[src/rtl/seg7_pkg.sv]
// Shared constants and types for the four-digit seven-segment display path.
// The digit index type is also what the downstream digit multiplexer's CONTROL input uses.
package seg7_pkg;

    localparam int NUM_DIGITS = 4;
    localparam logic [NUM_DIGITS-1:0] ANODES_OFF = 4'b1111;

    typedef logic [1:0] digit_idx_t;

    typedef enum logic [1:0] {
        IDLE,
        BLANK,
        SHOW
    } phase_e;

endpackage

[src/rtl/slot_timer.sv]
// Per-digit slot prescaler: counts 0..CLK_DIV-1 and flags the last cycle of each slot.
// A synchronous clear holds the count at zero so a restarted scan always begins a fresh slot.
module slot_timer #(
    parameter int CLK_DIV = 100000,
    parameter int CNT_W   = $clog2(CLK_DIV)
) (
    input  logic             clk_i,
    input  logic             rst_i,
    input  logic             clear_i,
    output logic [CNT_W-1:0] slot_cnt_o,
    output logic             slot_wrap_o
);

    localparam logic [CNT_W-1:0] LAST = CNT_W'(CLK_DIV - 1);

    logic [CNT_W-1:0] cnt_q;
    logic [CNT_W-1:0] cnt_d;

    always_comb begin
        cnt_d = cnt_q + CNT_W'(1);
        if (clear_i || (cnt_q == LAST)) begin
            cnt_d = '0;
        end
    end

    always_ff @(posedge clk_i or posedge rst_i) begin
        if (rst_i) begin
            cnt_q <= '0;
        end else begin
            cnt_q <= cnt_d;
        end
    end

    assign slot_cnt_o  = cnt_q;
    assign slot_wrap_o = (cnt_q == LAST);

endmodule

[src/rtl/seg7_scan_controller.sv]
// Time-multiplexes four seven-segment digits: each slot opens with a dark blanking
// interval so the digit mux and decoder settle before the selected anode is driven low.
module seg7_scan_controller
    import seg7_pkg::*;
#(
    parameter int CLK_DIV      = 100000,
    parameter int BLANK_CYCLES = 1000
) (
    input  logic       CLK,
    input  logic       RESET,
    input  logic       ENABLE,
    input  logic [3:0] DIGIT_MASK,
    output logic [1:0] SEG_SELECT,
    output logic [3:0] DIGIT_ANODE,
    output logic       SCAN_TICK
);

    localparam int CNT_W = (CLK_DIV > 2) ? $clog2(CLK_DIV) : 1;
    localparam logic [CNT_W-1:0] PRE_LAST   = CNT_W'(CLK_DIV - 2);
    localparam logic [CNT_W-1:0] BLANK_LAST = CNT_W'((BLANK_CYCLES > 0) ? BLANK_CYCLES - 1 : 0);
    localparam phase_e SLOT_START = (BLANK_CYCLES > 0) ? BLANK : SHOW;

    phase_e                  state_q;
    phase_e                  state_d;
    digit_idx_t              seg_q;
    digit_idx_t              seg_d;
    logic [NUM_DIGITS-1:0]   anode_q;
    logic [NUM_DIGITS-1:0]   anode_d;
    logic                    tick_q;
    logic                    tick_d;
    logic [CNT_W-1:0]        slot_cnt;
    logic                    slot_wrap;
    logic                    timer_clear;

    assign timer_clear = !ENABLE || (state_q == IDLE);

    slot_timer #(
        .CLK_DIV (CLK_DIV),
        .CNT_W   (CNT_W)
    ) u_slot_timer (
        .clk_i       (CLK),
        .rst_i       (RESET),
        .clear_i     (timer_clear),
        .slot_cnt_o  (slot_cnt),
        .slot_wrap_o (slot_wrap)
    );

    always_ff @(posedge CLK or posedge RESET) begin
        if (RESET) begin
            state_q <= IDLE;
        end else begin
            state_q <= state_d;
        end
    end

    // Transitions are taken on the edge where the count enters the new phase.
    always_comb begin
        state_d = state_q;
        if (!ENABLE) begin
            state_d = IDLE;
        end else begin
            case (state_q)
                IDLE:    state_d = SLOT_START;
                BLANK:   if (slot_cnt == BLANK_LAST) state_d = SHOW;
                SHOW:    if (slot_wrap) state_d = SLOT_START;
                default: state_d = IDLE;
            endcase
        end
    end

    always_comb begin
        seg_d = seg_q;
        if (!ENABLE) begin
            seg_d = '0;
        end else if (slot_wrap) begin
            seg_d = seg_q + 2'd1;
        end

        anode_d = ANODES_OFF;
        if (state_d == SHOW) begin
            anode_d[seg_d] = ~DIGIT_MASK[seg_d];
        end

        // Raised one cycle early so the registered pulse lines up with digit 3's last cycle.
        tick_d = ENABLE && (state_q != IDLE) && (slot_cnt == PRE_LAST) && (seg_q == 2'd3);
    end

    always_ff @(posedge CLK or posedge RESET) begin
        if (RESET) begin
            seg_q   <= '0;
            anode_q <= ANODES_OFF;
            tick_q  <= 1'b0;
        end else begin
            seg_q   <= seg_d;
            anode_q <= anode_d;
            tick_q  <= tick_d;
        end
    end

    assign SEG_SELECT  = seg_q;
    assign DIGIT_ANODE = anode_q;
    assign SCAN_TICK   = tick_q;

endmodule
[config.mk]
export PLATFORM = sky130hd
export DESIGN_NAME = seg7_scan_controller
export DESIGN_NICKNAME = d
export VERILOG_FILES = /design/src/rtl/seg7_pkg.sv /design/src/rtl/slot_timer.sv /design/src/rtl/seg7_scan_controller.sv
export SDC_FILE = /design/constraint.sdc
export NUM_CORES = 1
export LEC_CHECK = 0
export CORE_MARGIN = 3
export CORE_UTILIZATION = 45
export DETAILED_ROUTE_END_ITERATION = 16
export MAX_ROUTING_LAYER = met4
export PLACE_DENSITY = 0.77
export SYNTH_ARGS = -nofsm -noshare
export SYNTH_HDL_FRONTEND = slang
export SYNTH_HIERARCHICAL = 1
export SYNTH_SLANG_ARGS = --single-unit
[constraint.sdc]
create_clock -name CLK -period 2.4 [get_ports CLK]
set_input_delay 0.72 -clock CLK [delete_from_list [all_inputs] [get_ports CLK]]
set_output_delay 0.72 -clock CLK [all_outputs]
set_load 0.01 [all_outputs]
==> key figures <==
Placement
  – I/O Buffers: 13
  – RePlAce Congestion: 0.886
  – Dpl ws: 0.220 ns
  – HPWL Detailed: 2080 microns

Logic synthesis
  – Post-synth ARST share: 100%
  – Syn Nets: 142
  – Post-synth cell types: 40
  – Synthesized area per cell: 10.2 sq um
  – Register area share after synthesis: 48.2%
  – Cells after synthesis: 133
  – Synth Warn #: 6
  – Post-synthesis instance area: 1360 sq um
  – Synth Register Bits: 26
  – EDFF count, synth: 0
  – Post-synth top flop: dfrtp_1

Setup path
  – FF-to-FF setup slack: 0.17 ns
  – Slowest stage cell on the critical path: dfrtp_1
  – Crit path kind: reg2reg
  – CP max FO: 6
  – Slowest stage delay, CP: 0.45 ns
  – R2r startpoint: u_slot_timer/slot_cnt_o[0]
  – Worst setup path startpoint: u_slot_timer/slot_cnt_o[0]
  – Worst EP arrival: 2.46 ns
  – Kind of end point of the critical path: flop
  – Buf/Inv on CP: 2
  – Crit start category: flop
  – CP cell instances: ha_1, nand3_1, or2_2, nor3_1, buf_4, nor2b_1, o21ai_0, inv_1, o2111ai_1
  – Crit path required time: 2.63 ns
  – Delay-heaviest family, CP: simple AND/OR/NAND/NOR gates

Cells and area
  – Commonest non-fill, non-tap cell in the layout: dfrtp_1
  – Syn-to-layout area delta: 16.4%
  – Diodes inserted: 0
  – Share of layout cells above drive strength 1: 14.4%
  – Net count, final: 163
  – Most frequent cells in the layout: 22 x dfrtp_1, 17 x nor2_1, 13 x clkdlybuf4s50_1

STA
  – Max Clock Freq: 448 MHz
  – Min Clock Period, post-route: 2.23 ns
  – Slew Viols, Final: 0
  – Setup violators final: 0
  – Worst Tran Pin Value: 0.647 ns
  – Tcrit/Tclk final: 93.0%
  – Setup tns final: 0 ns
  – Worst Clk Skew: 0.00847 ns
  – RSZ-0062 raised after global routing: false
  – Relative slew slack: 56.9%
  – Setup ws final: 0.169 ns
  – Final hold violation count: 0

CTS
  – Post_cts resized: 0
  – Number of CTS-inserted buffers: 3
  – Setup Fix Bufs, Post-CTS: 0
  – Clock Path Buffers: 2
  – Clk Latency, worst-skew pair: 0.31 ns
  – CTS Root Cell: clkbuf_4
  – CTS tree: done
  – CTS H-tree lvls: 1
  – Total clock sinks: 26
  – Clock transition at path regs: 0.12 ns
  – CTS hold repair buffers: 0

Floorplanning
  – Core Box Area: 2830 sq um
  – DIE AREA: 3720 sq um
  – Ports: 14
  – Die height: 61 microns
  – Initial core utilization: 48.1%
  – Row count: 19
  – Die W: 61 microns

Global routing
  – Largest net degree at the start of global routing: 18
  – Number of antenna violations at the first check in global routing: 0
  – Global Route Usage Sum: 16.6%
  – Vias in the first global route: 1030
  – GRT overflow: 0
  – First-pass GRT wire length: 4510 microns

Pwr
  – Power per cell area: 417 nW/um^2
  – P_leak: 0.627 nW
  – Worst VDD drop: 268 uV

Routing
  – Via Count: 1050
  – Routed wire length: 2710 microns
  – Antenna-violating nets left: 0
  – TritonRoute pass-1 iters: 4
  – Drt wl/cell: 14.7 microns
  – Vias per inst: 5.71
  – DRT iter0 DRCs: 57
  – DRC: 0

Worst hold path
  – Worst hold path class: reg2reg
  – Hold Startpoint: u_slot_timer/slot_cnt_o[0]

Job
  – Max-cap violation count: 0

Status
  – Result of the run: completed
==> state kept, by name, summed over array words and instances (netlist names) <==
| name | count |
|---|---|
| DIGIT_ANODE | 4 |
| state_q | 2 |
| SEG_SELECT | 2 |
| SCAN_TICK | 1 |
| u_slot_timer/slot_cnt_o | 17 |
==> power by group <==
part / switching, W / internal [W] / leakage (nW)
Combinational: 0.0000194 / 0.0000132 / 0.266
Clock: 0.000119 / 0.0000649 / 0.0150
Sequential: 0.00000303 / 0.000441 / 0.346
Total: 0.000141 / 0.000519 / 0.627
==> worst paths after layout <==
kind / end / cells after the start
max: DIGIT_ANODE[1] / 9
min: u_slot_timer/slot_cnt_o[0] / 1
max reg2reg: DIGIT_ANODE[1] / 9
min reg2reg: u_slot_timer/slot_cnt_o[0] / 1
max in group asynchronous: u_slot_timer/slot_cnt_o[0] / 2
min in group asynchronous: SCAN_TICK / 2
==> per-layer routing <==
| layer | wire, microns | GRT usage [%] | vias to the layer above | part of all wire, % |
|---|---|---|---|---|
| li1 | - | - | 514 | - |
| met2 | 1340 | 28.5 | 26 | 49 |
| met5 | 0 | - | - | 0 |
| met1 | 1270 | 20.7 | 508 | 47 |
| met4 | 5 | 3.10 | 0 | 0.18 |
| met3 | 102 | 2.77 | 2 | 3.8 |
==> stage by stage <==
stage / hold slack [ns] / power, W / instances / utilization, % / instance area (sq um)
after floorplan: 0.479 / 0.000469 / 133 / - / 1360
after detailed placement: 0.543 / 0.000486 / 180 / 55.1 / 1560
after CTS: 0.559 / 0.000669 / 184 / 56.0 / 1580
after global placement: 0.505 / 0.000485 / 180 / 55.1 / 1560
after global routing: 0.603 / 0.000688 / 184 / 56.0 / 1580
final: 0.552 / 0.000660 / 184 / 56.0 / 1580
==> cell families (layout without fill, tap and decap cells) <==
group                      count (synthesis)  after routing  synth area share [%]
and+or+nand+nor                           64             64                  28.8
DFF                                       26             26                  48.2
AOI/OAI and AO/OA                         17             17                  9.47
xor gates and xnor gates                  12             12                  7.72
buffers and inverters                     11             31                  3.22
adders and majority gates                  2              2                  1.84
muxes                                      1              1                 0.827
==> synthesized netlist by cell type, drive strengths merged, types with 4 or more instances <==
| library cell | number | share of area [%] |
|---|---|---|
| nor4 | 5 | 3.4 |
| nand2 | 5 | 1.6 |
| xnor2 | 9 | 5.8 |
| nor3 | 4 | 1.5 |
| nand3 | 8 | 3.9 |
| inv | 9 | 2.5 |
| o2111ai | 4 | 2.6 |
| dfrtp | 22 | 40 |
| nor2 | 17 | 4.7 |
| dfstp | 4 | 7.7 |
| or3 | 6 | 3.2 |
| o21ai | 6 | 2.2 |
==> worst reg2reg max path, stage by stage (launching register included) <==
cell	delay, ns
dfrtp_1	0.45
ha_1	0.27
nand3_1	0.09
or2_2	0.33
nor3_1	0.24
buf_4	0.17
nor2b_1	0.05
o21ai_0	0.31
inv_1	0.12
o2111ai_1	0.14
==> cell type report <==
cell class | count | area, sq um
sequential | 26 | 656
timing repair buffer | 18 | 168
tap | 31 | 38.8
clock buffer | 4 | 26.3
fill | 244 | 1240
multi-input combinational | 96 | 662
inverter | 9 | 33.8
Note: power is estimated with default switching activity, not from simulation.
